$ cat src/rtl/move_sequencer_pkg.sv
// Shared definitions for the move sequencer: command codes, FSM states,
// queue entry layout and default timing.
package move_sequencer_pkg;

  localparam logic [3:0] CMD_N        = 4'd0;
  localparam logic [3:0] CMD_NE       = 4'd1;
  localparam logic [3:0] CMD_E        = 4'd2;
  localparam logic [3:0] CMD_SE       = 4'd3;
  localparam logic [3:0] CMD_S        = 4'd4;
  localparam logic [3:0] CMD_SW       = 4'd5;
  localparam logic [3:0] CMD_W        = 4'd6;
  localparam logic [3:0] CMD_NW       = 4'd7;
  localparam logic [3:0] CMD_HOME     = 4'd8;
  localparam logic [3:0] CMD_HOFF     = 4'd9;
  localparam logic [3:0] CMD_SCAN_OFS = 4'd10;
  localparam logic [3:0] CMD_SCAN     = 4'd11;

  localparam int NUM_REQ         = 12;
  localparam int CNT_W           = 24;
  localparam int SETTLE_CYC_DEF  = 50000;
  localparam int TIMEOUT_CYC_DEF = 24'hFFFFFF;

  typedef enum logic [2:0] {
    ST_IDLE,
    ST_SETTLE,
    ST_ISSUE,
    ST_WAIT_DONE,
    ST_WAIT_CLR,
    ST_FAULT
  } state_t;

  typedef struct packed {
    logic       magnet;
    logic [3:0] code;
  } cmd_t;

  // Each command completes on exactly one of motor_main's done lines.
  function automatic logic done_sel(input logic [3:0] code,
                                    input logic movement_done,
                                    input logic reset_done,
                                    input logic offset_done);
    if (code == CMD_HOME)
      return reset_done;
    else if (code == CMD_HOFF)
      return offset_done;
    else
      return movement_done;
  endfunction

endpackage

$ cat src/rtl/move_sequencer_fifo.sv
// Synchronous command queue of {magnet, code} entries with occupancy count
// and a flush used when the sequencer faults.
module move_fifo
  import move_sequencer_pkg::*;
#(
  parameter int DEPTH = 16
) (
  input  logic                       clk,
  input  logic                       reset_n,
  input  logic                       push,
  input  cmd_t                       din,
  input  logic                       pop,
  input  logic                       flush,
  output cmd_t                       dout,
  output logic [$clog2(DEPTH):0]     count,
  output logic                       full,
  output logic                       empty
);

  localparam int AW = $clog2(DEPTH);
  localparam logic [AW:0] FULL_CNT = (AW + 1)'(DEPTH);

  cmd_t          mem [DEPTH];
  logic [AW-1:0] wr_ptr_reg;
  logic [AW-1:0] rd_ptr_reg;
  logic [AW:0]   count_reg;
  logic          push_ok;
  logic          pop_ok;

  assign full    = (count_reg == FULL_CNT);
  assign empty   = (count_reg == '0);
  assign push_ok = push && !full;
  assign pop_ok  = pop && !empty;
  assign count   = count_reg;
  assign dout    = mem[rd_ptr_reg];

  always_ff @(posedge clk) begin
    if (push_ok && !flush)
      mem[wr_ptr_reg] <= din;
  end

  always_ff @(posedge clk or negedge reset_n) begin
    if (!reset_n) begin
      wr_ptr_reg <= '0;
      rd_ptr_reg <= '0;
      count_reg  <= '0;
    end else if (flush) begin
      wr_ptr_reg <= '0;
      rd_ptr_reg <= '0;
      count_reg  <= '0;
    end else begin
      if (push_ok)
        wr_ptr_reg <= wr_ptr_reg + 1'b1;
      if (pop_ok)
        rd_ptr_reg <= rd_ptr_reg + 1'b1;
      case ({push_ok, pop_ok})
        2'b10:   count_reg <= count_reg + 1'b1;
        2'b01:   count_reg <= count_reg - 1'b1;
        default: count_reg <= count_reg;
      endcase
    end
  end

endmodule

$ cat src/rtl/move_sequencer.sv
// Issues queued board moves to motor_main one at a time, owning the magnet
// enable (with settle delay) and a per-move completion timeout.
module move_sequencer
  import move_sequencer_pkg::*;
#(
  parameter int FIFO_DEPTH  = 16,
  parameter int SETTLE_CYC  = SETTLE_CYC_DEF,
  parameter int TIMEOUT_CYC = TIMEOUT_CYC_DEF
) (
  input  logic                          clk,
  input  logic                          reset_n,
  input  logic                          cmd_valid,
  output logic                          cmd_ready,
  input  logic [3:0]                    cmd_code,
  input  logic                          cmd_magnet,
  input  logic                          clear_fault,
  output logic [7:0]                    direction,
  output logic                          scan_offset_move,
  output logic                          scan_move,
  output logic                          horizontal_offset,
  output logic                          home,
  input  logic                          movement_done,
  input  logic                          reset_done,
  input  logic                          offset_done,
  output logic                          magnet_en,
  output logic                          busy,
  output logic                          fault,
  output logic [$clog2(FIFO_DEPTH):0]   fifo_count
);

  localparam logic [CNT_W-1:0] SETTLE_LAST  = CNT_W'(SETTLE_CYC - 1);
  localparam logic [CNT_W-1:0] TIMEOUT_LAST = CNT_W'(TIMEOUT_CYC - 1);

  state_t               state_reg, state_next;
  logic [3:0]           cur_code_reg;
  logic [CNT_W-1:0]     cnt_reg;
  logic                 cnt_run;
  logic                 magnet_reg, magnet_next;
  logic [NUM_REQ-1:0]   pulse_reg, pulse_next;
  logic [NUM_REQ-1:0]   code_onehot;

  cmd_t                 fifo_din, head;
  logic                 fifo_full, fifo_empty;
  logic                 push, pop, flush;
  logic                 head_mag;
  logic                 sel_done;

  assign fifo_din = '{magnet: cmd_magnet, code: cmd_code};
  assign push     = cmd_valid && cmd_ready;

  move_fifo #(
    .DEPTH (FIFO_DEPTH)
  ) u_fifo (
    .clk     (clk),
    .reset_n (reset_n),
    .push    (push),
    .din     (fifo_din),
    .pop     (pop),
    .flush   (flush),
    .dout    (head),
    .count   (fifo_count),
    .full    (fifo_full),
    .empty   (fifo_empty)
  );

  // HOME always runs with the magnet released.
  assign head_mag = (head.code == CMD_HOME) ? 1'b0 : head.magnet;
  assign sel_done = done_sel(cur_code_reg, movement_done, reset_done, offset_done);

  generate
    for (genvar gi = 0; gi < NUM_REQ; gi++) begin : g_decode
      assign code_onehot[gi] = (cur_code_reg == 4'(gi));
    end
  endgenerate

  always_ff @(posedge clk or negedge reset_n) begin
    if (!reset_n)
      state_reg <= ST_IDLE;
    else
      state_reg <= state_next;
  end

  always_comb begin
    state_next = state_reg;
    case (state_reg)
      ST_IDLE: begin
        if (!fifo_empty) begin
          if (head.code > CMD_SCAN)
            state_next = ST_FAULT;
          else if (head_mag != magnet_reg)
            state_next = ST_SETTLE;
          else
            state_next = ST_ISSUE;
        end
      end
      ST_SETTLE:    if (cnt_reg == SETTLE_LAST) state_next = ST_ISSUE;
      ST_ISSUE:     state_next = ST_WAIT_DONE;
      ST_WAIT_DONE: begin
        if (sel_done)
          state_next = ST_WAIT_CLR;
        else if (cnt_reg == TIMEOUT_LAST)
          state_next = ST_FAULT;
      end
      ST_WAIT_CLR:  if (!sel_done) state_next = ST_IDLE;
      ST_FAULT:     if (clear_fault) state_next = ST_IDLE;
      default:      state_next = ST_IDLE;
    endcase
  end

  always_comb begin
    pop         = 1'b0;
    magnet_next = magnet_reg;
    pulse_next  = '0;
    cnt_run     = 1'b0;
    case (state_reg)
      ST_IDLE: begin
        pop = !fifo_empty;
        if (!fifo_empty)
          magnet_next = head_mag;
      end
      ST_SETTLE:    cnt_run = 1'b1;
      ST_ISSUE:     pulse_next = code_onehot;
      ST_WAIT_DONE: cnt_run = 1'b1;
      default: ;
    endcase
    // Entering or holding FAULT drops the magnet and empties the queue at once.
    flush = (state_next == ST_FAULT);
    if (flush)
      magnet_next = 1'b0;
  end

  always_ff @(posedge clk or negedge reset_n) begin
    if (!reset_n) begin
      cur_code_reg <= '0;
      cnt_reg      <= '0;
      magnet_reg   <= 1'b0;
      pulse_reg    <= '0;
    end else begin
      if (pop)
        cur_code_reg <= head.code;
      cnt_reg    <= cnt_run ? cnt_reg + 1'b1 : '0;
      magnet_reg <= magnet_next;
      pulse_reg  <= pulse_next;
    end
  end

  assign direction         = pulse_reg[7:0];
  assign home              = pulse_reg[CMD_HOME];
  assign horizontal_offset = pulse_reg[CMD_HOFF];
  assign scan_offset_move  = pulse_reg[CMD_SCAN_OFS];
  assign scan_move         = pulse_reg[CMD_SCAN];
  assign magnet_en         = magnet_reg;
  assign fault             = (state_reg == ST_FAULT);
  assign cmd_ready         = !fifo_full && (state_reg != ST_FAULT);
  assign busy              = (state_reg != ST_IDLE) || !fifo_empty;

endmodule

$ cat config.mk
export PLATFORM = sky130hd
export DESIGN_NAME = move_sequencer
export DESIGN_NICKNAME = d
export VERILOG_FILES = /design/src/rtl/move_sequencer_pkg.sv /design/src/rtl/move_sequencer_fifo.sv /design/src/rtl/move_sequencer.sv
export SDC_FILE = /design/constraint.sdc
export NUM_CORES = 1
export LEC_CHECK = 0
export ABC_AREA = 1
export CORE_ASPECT_RATIO = 2
export CORE_MARGIN = 4
export CORE_UTILIZATION = 54
export CTS_BUF_LIST = sky130_fd_sc_hd__clkbuf_16
export DETAILED_ROUTE_END_ITERATION = 10
export PLACE_DENSITY_LB_ADDON = 0.3
export SLEW_MARGIN = 20
export SYNTH_ARGS = -nofsm -noshare
export SYNTH_HDL_FRONTEND = slang
export SYNTH_SLANG_ARGS = --single-unit
$ cat constraint.sdc
create_clock -name clk -period 2.7 [get_ports clk]
set_clock_uncertainty 0.1 [all_clocks]
set_input_delay 0.54 -clock clk [delete_from_list [all_inputs] [get_ports clk]]
set_output_delay 0.54 -clock clk [all_outputs]
set_load 0.1 [all_outputs]
Word level (Yosys, flattened, before mapping)
Memories as Yosys holds them, arrays and structs flattened.
Index checks and enable logic that the tools add are counted.
{"block": "totals", "input_bits": 12, "mem_count": 1, "mem_bits_rw": 80, "word_cells": 87, "reg_bits": 57}
{"name": "u_fifo.mem", "depth": 16, "word_bits": 5, "read_ports": 1, "rd_clocked_by_memory_dff": 0, "write_ports": 1, "line": "move_sequencer_fifo.sv:23", "text": "cmd_t mem [DEPTH];"}
{"block": "op_classes", "addsub": 5, "order_cmp": 1, "mux": 27, "n_eq_ne": 26, "reduce_logical": 19}
{"op": "$add A24 B1 Y24 const B", "count": 1}
{"op": "$eq A24 B16 Y1 const B", "count": 1}
{"op": "$eq A24 B24 Y1 const B", "count": 1}
{"op": "$mux W24", "count": 1}
{"op": "$mux W3", "count": 7}
{"op": "$eq A4 B4 Y1 const B", "count": 5}
{"op": "$pmux W3 S6", "count": 1}
{"op": "$eq A4 B3 Y1 const B", "count": 4}
{"op": "$mux W4", "count": 4}
{"op": "$mux W12", "count": 1}
{"op": "$mux W1", "count": 10}
{"op": "$pmux W5 S2", "count": 1}
{"op": "$eq A3 B3 Y1 const B", "count": 3}
{"op": "$add A4 B1 Y4 const B", "count": 2}
{"op": "$eq A4 B2 Y1 const B", "count": 2}
{"op": "$eq A3 B2 Y1 const B", "count": 2}
{"op": "$reduce_bool A2 Y1", "count": 3}
{"op": "$reduce_bool A3 Y1", "count": 2}
{"op": "$add A5 B1 Y5 const B", "count": 1}
{"op": "$eq A5 B5 Y1 const B", "count": 1}
{"op": "$logic_and A1 B1 Y1", "count": 5}
{"op": "$logic_not A5 Y1", "count": 1}
{"op": "$mux W5", "count": 1}
{"op": "$sub A5 B1 Y5 const B", "count": 1}
{"op": "other kinds (15)", "count": 17}

Depth between registers and ports, before layout
An unclocked memory read counts as a cell.
{"block": "logic_depth", "ltp_word": 13, "mapped_depth": 21}

Cells and area by module
A second synthesis with hierarchy kept.
{"block": "unflattened", "cells_unflattened": 674, "hier_area_um2": 6486.2}
{"mod": "move_fifo", "area_per_inst_um2": 4110.2, "instances": 1, "seq_area_each_um2": 2727.6, "cells_per_inst": 363}
{"mod": "move_sequencer", "area_per_inst_um2": 2376.0, "instances": 1, "seq_area_each_um2": 1101.1, "cells_per_inst": 311}

Worst setup path before layout
OpenSTA, ideal clock, no wires.
{"block": "synth_path", "path_kind": "reg2reg", "start": "reg state_reg[1]", "end": "reg u_fifo.count_reg[4] (netlist: u_fifo.count[4])", "t_required_ns": 2.523, "setup_time_ns": 0.077, "t_arrival_ns": 4.824, "path_slack_ns": -2.301, "period_less_slack_ns": 5.001, "stages_incl_launch_ff": 15, "path_cell_list": "dfrtp_1 > nor3_1 > inv_1 > nand2_1 > inv_1 > nand2_1 > nand2_1 > inv_1 > ha_1 > a21oi_1 > o21ai_0 > nand2_1 > o21ai_0 > or2_2 > a21oi_1"}
{"block": "synth_via", "elab_cells_between_ends": 25, "classes_between": "eq/ne: 9; mux: 10; reduce/logical: 6"}
{"item": "start: declaration", "line": "move_sequencer.sv:34", "text": "state_t state_reg, state_next;"}
{"item": "start signal: assignment", "line": "move_sequencer.sv:80", "text": "state_reg <= state_next;"}
{"item": "$eq A3 B3 Y1 (*)"}
{"item": "net fault", "line": "move_sequencer.sv:27", "text": "output logic fault,"}
{"item": "$pmux W3 S6 (*)", "line": "move_sequencer.sv:85", "text": "case (state_reg)"}
{"item": "$eq A3 B3 Y1 (*)", "line": "move_sequencer.sv:127", "text": "flush = (state_next == ST_FAULT);"}
{"item": "$reduce_bool A3 Y1 (no source line) or $mux W5 (tied branches)"}
{"item": "end signal: assignment", "line": "move_sequencer_fifo.sv:57", "text": "2'b10: count_reg <= count_reg + 1'b1;"}
{"item": "end signal: assignment", "line": "move_sequencer_fifo.sv:58", "text": "2'b01: count_reg <= count_reg - 1'b1;"}
{"item": "end signal: assignment", "line": "move_sequencer_fifo.sv:59", "text": "default: count_reg <= count_reg;"}
{"item": "end: declaration", "line": "move_sequencer_fifo.sv:26", "text": "logic [AW:0] count_reg;"}
Mark *: on every way through the listed nets, which the timed path passes. The rest lies on a longest branch.
A chain may end at the register's enable or synchronous reset.

Final worst setup path
{"block": "layout_path", "start": "reg u_fifo.rd_ptr_reg[0]", "end": "mem u_fifo.mem[0][4] (netlist name) (enable)"}
{"block": "layout_via", "elab_chain_cells": 13, "elab_cells_between_ends": 14, "classes_between": "order compare: 1; eq/ne: 3; mux: 7; reduce/logical: 2; memory: 1"}
{"item": "start: declaration", "line": "move_sequencer_fifo.sv:25", "text": "logic [AW-1:0] rd_ptr_reg;"}
{"item": "start signal: assignment", "line": "move_sequencer_fifo.sv:55", "text": "rd_ptr_reg <= rd_ptr_reg + 1'b1;"}
{"item": "$mem_v2 Z16 W5 (*)"}
{"item": "$eq A4 B4 Y1", "line": "move_sequencer.sv:67", "text": "assign head_mag = (head.code == CMD_HOME) ? 1'b0 : head.magnet;"}
{"item": "$mux W1", "line": "move_sequencer.sv:67"}
{"item": "$ne A1 B1 Y1", "line": "move_sequencer.sv:90", "text": "else if (head_mag != magnet_reg)"}
{"item": "$mux W2", "line": "move_sequencer.sv:90"}
{"item": "$mux W3 (*)", "line": "move_sequencer.sv:88", "text": "if (head.code > CMD_SCAN)"}
{"item": "$mux W3 (*)", "line": "move_sequencer.sv:87", "text": "if (!fifo_empty) begin"}
{"item": "$pmux W3 S6 (*)", "line": "move_sequencer.sv:85"}
{"item": "net state_next[0]", "line": "move_sequencer.sv:34"}
{"item": "$eq A3 B3 Y1 (*)", "line": "move_sequencer.sv:127"}
{"item": "$logic_not A1 Y1 (*)", "line": "move_sequencer_fifo.sv:38", "text": "if (push_ok && !flush)"}
{"item": "$logic_and A1 B1 Y1 (*)", "line": "move_sequencer_fifo.sv:38"}
{"item": "$mux W1 (*)", "line": "move_sequencer_fifo.sv:38"}
{"item": "$mux W1 (not written as such) (*)", "line": "move_sequencer_fifo.sv:39", "text": "mem[wr_ptr_reg] <= din;"}
{"item": "end: declaration", "line": "move_sequencer_fifo.sv:23"}
Marked as above.

==> Implementation_results.wiki <==
{| class="wikitable"
! Metric !! Value
|-
| Global-route wire length before repair || approximately 26 mm
|-
| Die height || 162.0 microns
|-
| Launch instance of the worst register-to-register path || u_fifo.rd_ptr_reg[0]
|-
| Clock Pin Slew Worst Setup and Hold Paths || 0.06 ns
|-
| Largest cells by area after synthesis || edfxtp_1 (38%), dfrtp_1 (22%), nand2_1 (9.3%), inv_1 (4.3%), nor2_1 (4.3%)
|-
| Final WS setup || -0.1018 ns
|-
| Synth Area in XOR/XNOR || 0.01231
|-
| Number of antenna violations at the first check in global routing || 0
|-
| Worst slew slack as a fraction of its limit || 0.5048
|-
| Post-synthesis area per instance || 9.511 sq um
|-
| Critical path start-end classification || flip-flop to flip-flop
|-
| CTS tree || done
|-
| Number of buffers and inverters on the critical path || 4
|-
| Area share of the leading cell type in the synthesized netlist || 0.3753
|-
| Nature of the critical path endpoint || flip-flop
|-
| Data required time of the critical path || 2.74 ns
|-
| Count of inserted antenna diode cells || 0
|-
| Post-DP HPWL || between 10 and 15 mm
|-
| Number of top-level pins || 33
|-
| Routed wirelength normalized by instance count || 19.97 microns
|-
| Fmax || 356.9 MHz
|-
| Total count of hold-check failures in the final report || 0
|-
| Aggregate global-route resource usage || 0.2513
|-
| RSZ-0062 raised after global routing || true
|-
| Via density per instance || 5.732
|-
| Leak pwr || 3.406 nW
|-
| Shortest period the worst path allows || 2.802 ns
|-
| Cell accounting for the most synthesized area || edfxtp_1
|-
| Number of vias in the routed layout || 5199
|-
| Number of port buffers || 32
|-
| Antenna-violating nets left || 0
|-
| Die area || 13770 sq um
|-
| Clock latency on the worst-skew pair || about 0.42 ns
|-
| Post-Syn Nets || 696
|-
| Maximum number of pins on one net before global-route repair || 58
|-
| Count of endpoints failing setup in the final report || 88
|-
| Complex-gate fraction of the synthesized area || 0.05805
|-
| Count of flip-flops with a built-in enable after synthesis || 80
|-
| Die X || 84.99 microns
|-
| Number of detailed-routing iterations run before antenna repair || 5
|-
| Top FF cell, synth || edfxtp_1
|-
| Crit start category || flip-flop
|-
| Layout net count || 773
|-
| Standard-cell row count || 56
|-
| CORE AREA || between 10000 and 15000 sq um
|-
| Area grow syn2layout || 28.48%
|-
| Number of buffers inserted during clock tree synthesis || 17
|-
| Post-route DRC violation count || 0
|-
| Mapped cell area || 6401 sq um
|-
| Status || finished with violations
|-
| Placer congestion estimate || 0.9587
|-
| Distinct cell type count after synthesis || 37
|-
| Count of hold-fix buffers inserted at cts || 0
|-
| Gate count after technology mapping || 673
|-
| Starting Density || 0.5470
|-
| Worst path max stage delay || 0.50 ns
|-
| Slowest stage cell on the critical path || dfrtp_2
|-
| Data arrival, critical path || 2.85 ns
|-
| Path class of the lowest-slack min-delay path || input port to asynchronous set/reset pin
|-
| Sinks on the clock net || 137
|-
| Portion of netlist area occupied by mux cells || 0
|-
| Most frequently used cell type in the post-synthesis netlist || nand2_1
|-
| H-tree levels || 4
|-
| Family with the most delay on the worst path || simple AND/OR/NAND/NOR gates
|-
| Simple-gate area share of the yosys netlist || 0.2420
|-
| Violated checks || setup timing
|-
| Total power per unit cell area || 1203 nW/um^2
|-
| Crit-path most repeated cell || nand2_2
|-
| Cell area after placement || 7112 sq um
|-
| Number of global-route vias before repair || 5263
|-
| Clock Root Buffer || clkbuf_16
|-
| Grt ovf || 0
|-
| Sequential fraction of the synthesis area || 0.5981
|-
| Largest fanout on the critical path || 7
|-
| Yosys synthesis warning count || 0
|-
| Layout fillers || a little over 800
|-
| Share of flip-flops with an asynchronous set or reset after synthesis || 0.4161
|-
| Overall power after layout || 9.895 mW
|-
| Non-Filler Cell Area, Final || 8224 sq um
|-
| Launching element of the worst setup path || u_fifo.rd_ptr_reg[0]
|-
| Part of the cycle the worst path needs || 1.038
|-
| Max FFs per register || 80
|-
| Max clock buf depth || 2
|-
| Share of cells above drive strength 1 || 0.2415
|-
| # Max-Cap Violations || 0
|-
| Number of storage elements in the synthesis netlist || about 140
|-
| Wirelength, routed || 18.12 mm
|-
| Series of cell instances along the critical path || inv_8 > clkbuf_16 > nor2_1 > nor2_1 > o21ai_0 > o211ai_1 > nand3_1 > nand2_2 > nand2_2 > nand2_2 > nand3_2 > nand2_2 > nand2_4 > nand2_4 > nand2_4 > buf_12 > nor2_4 > buf_6
|-
| Commonest cells post-synth || nand2_1 (159), edfxtp_1 (80), inv_1 (73), nor2_1 (73), dfrtp_1 (57)
|-
| Synthesized-area fraction occupied by adder cells || 0.02267
|-
| Peak supply drop || 0.7409 mV
|-
| Worst hold margin || ~0.15 ns
|-
| Count of routing violations after the opening detailed-route iteration || 357
|-
| Number of max-slew violations in the final report || 0
|-
| Transition time at the pin with the least slew margin || 0.7405 ns
|-
| Combinational family with the most area after synthesis || simple AND/OR/NAND/NOR gates
|}
## placed cells by master, fill, tap and decap left out, types with 6 or more instances in the layout
cell type / Yosys / final
o21ai_0: 26 / 23
buf_4: 5 / 47
xor2_1: 9 / 9
nor4_1: 8 / 7
ha_1: 10 / 8
clkdlybuf4s50_1: 0 / 10
nor2_2: 21 / 9
buf_12: 0 / 8
nand4_1: 8 / 8
dfrtp_1: 57 / 53
edfxtp_1: 80 / 80
nor2_1: 73 / 66
o21ai_1: 6 / 8
a21oi_1: 15 / 12
inv_1: 73 / 68
nand2_2: 2 / 14
nor2_4: 0 / 19
nand3_1: 50 / 37
inv_6: 0 / 6
clkbuf_16: 0 / 23
nor3_1: 26 / 24
nand3_2: 0 / 13
nand2_1: 159 / 143
## what timing repair did
| item | 4_1_cts | 5_1_grt |
|---|---|---|
| setup endpoints to repair | 81 | 94 |
| pin swaps | 3 | 13 |
| gates resized for setup | 4 | 69 |
| buffers inserted | 1 | 4 |
| gates cloned | 1 | 8 |
## cell families (layout without fill, tap and decap cells)
| logic type | count (synthesis) | count (layout) |
|---|---|---|
| flip-flops | 137 | 137 |
| buffers and inverters | 97 | 186 |
| XOR/XNOR | 9 | 9 |
| AND/OR/NAND/NOR | 354 | 354 |
| adder cells (fa/ha/maj) | 11 | 11 |
| AO/OA/AOI/OAI | 65 | 65 |
## metal layers
metal	vias up	part of all wire	track usage
met1	2526	0.31	0.2282
met2	197	0.56	0.4876
met4	0	0.083	0.1556
met3	92	0.039	0.04772
met5	-	0	0
li1	2384	-	-
## final cells by class
type	instances	area, sq um	share of cell area
Sequential cell	137	3834	0.4661
Multi-Input combinational cell	439	2476	0.3011
Timing Repair Buffer	77	828.3	0.1007
Clock buffer	17	425.4	0.05173
Inverter	78	316.6	0.03849
Tap cell	145	181.4	0.02206
Clock inverter	14	162.7	0.01978
## final timing paths
| kind | to | cells after the start | slack, ns |
|---|---|---|---|
| max | u_fifo.mem[0][4] | 18 | -0.10 |
| min | cnt_reg[3] | 2 | 0.15 |
| max reg2reg | u_fifo.mem[0][4] | 18 | -0.10 |
| min reg2reg | cnt_reg[0] | 1 | 0.39 |
| max in group asynchronous | u_fifo.rd_ptr_reg[0] | 2 | 1.80 |
| min in group clk | cnt_reg[0] | 1 | 0.39 |
## through the flow
stage	cells	setup WS, ns	util	TNS, ns
2_1_floorplan	673	-0.6848	-	-18.99
3_3_place_gp	863	-0.08335	0.6078	-5.513
3_5_place_dp	863	-0.08870	0.6078	-5.379
6_report	907	-0.1018	0.7028	-6.438
4_1_cts	896	-0.02375	0.6632	-0.7368
5_1_grt	907	-0.1895	0.7028	-13.63
## power by group
part | switching, mW | internal [mW] | total (mW)
Clock | 0.934 | 1.38 | 2.31
Combinational | 3.01 | 1.79 | 4.80
Sequential | 0.272 | 2.51 | 2.79
(Power assumes the default switching activity.)
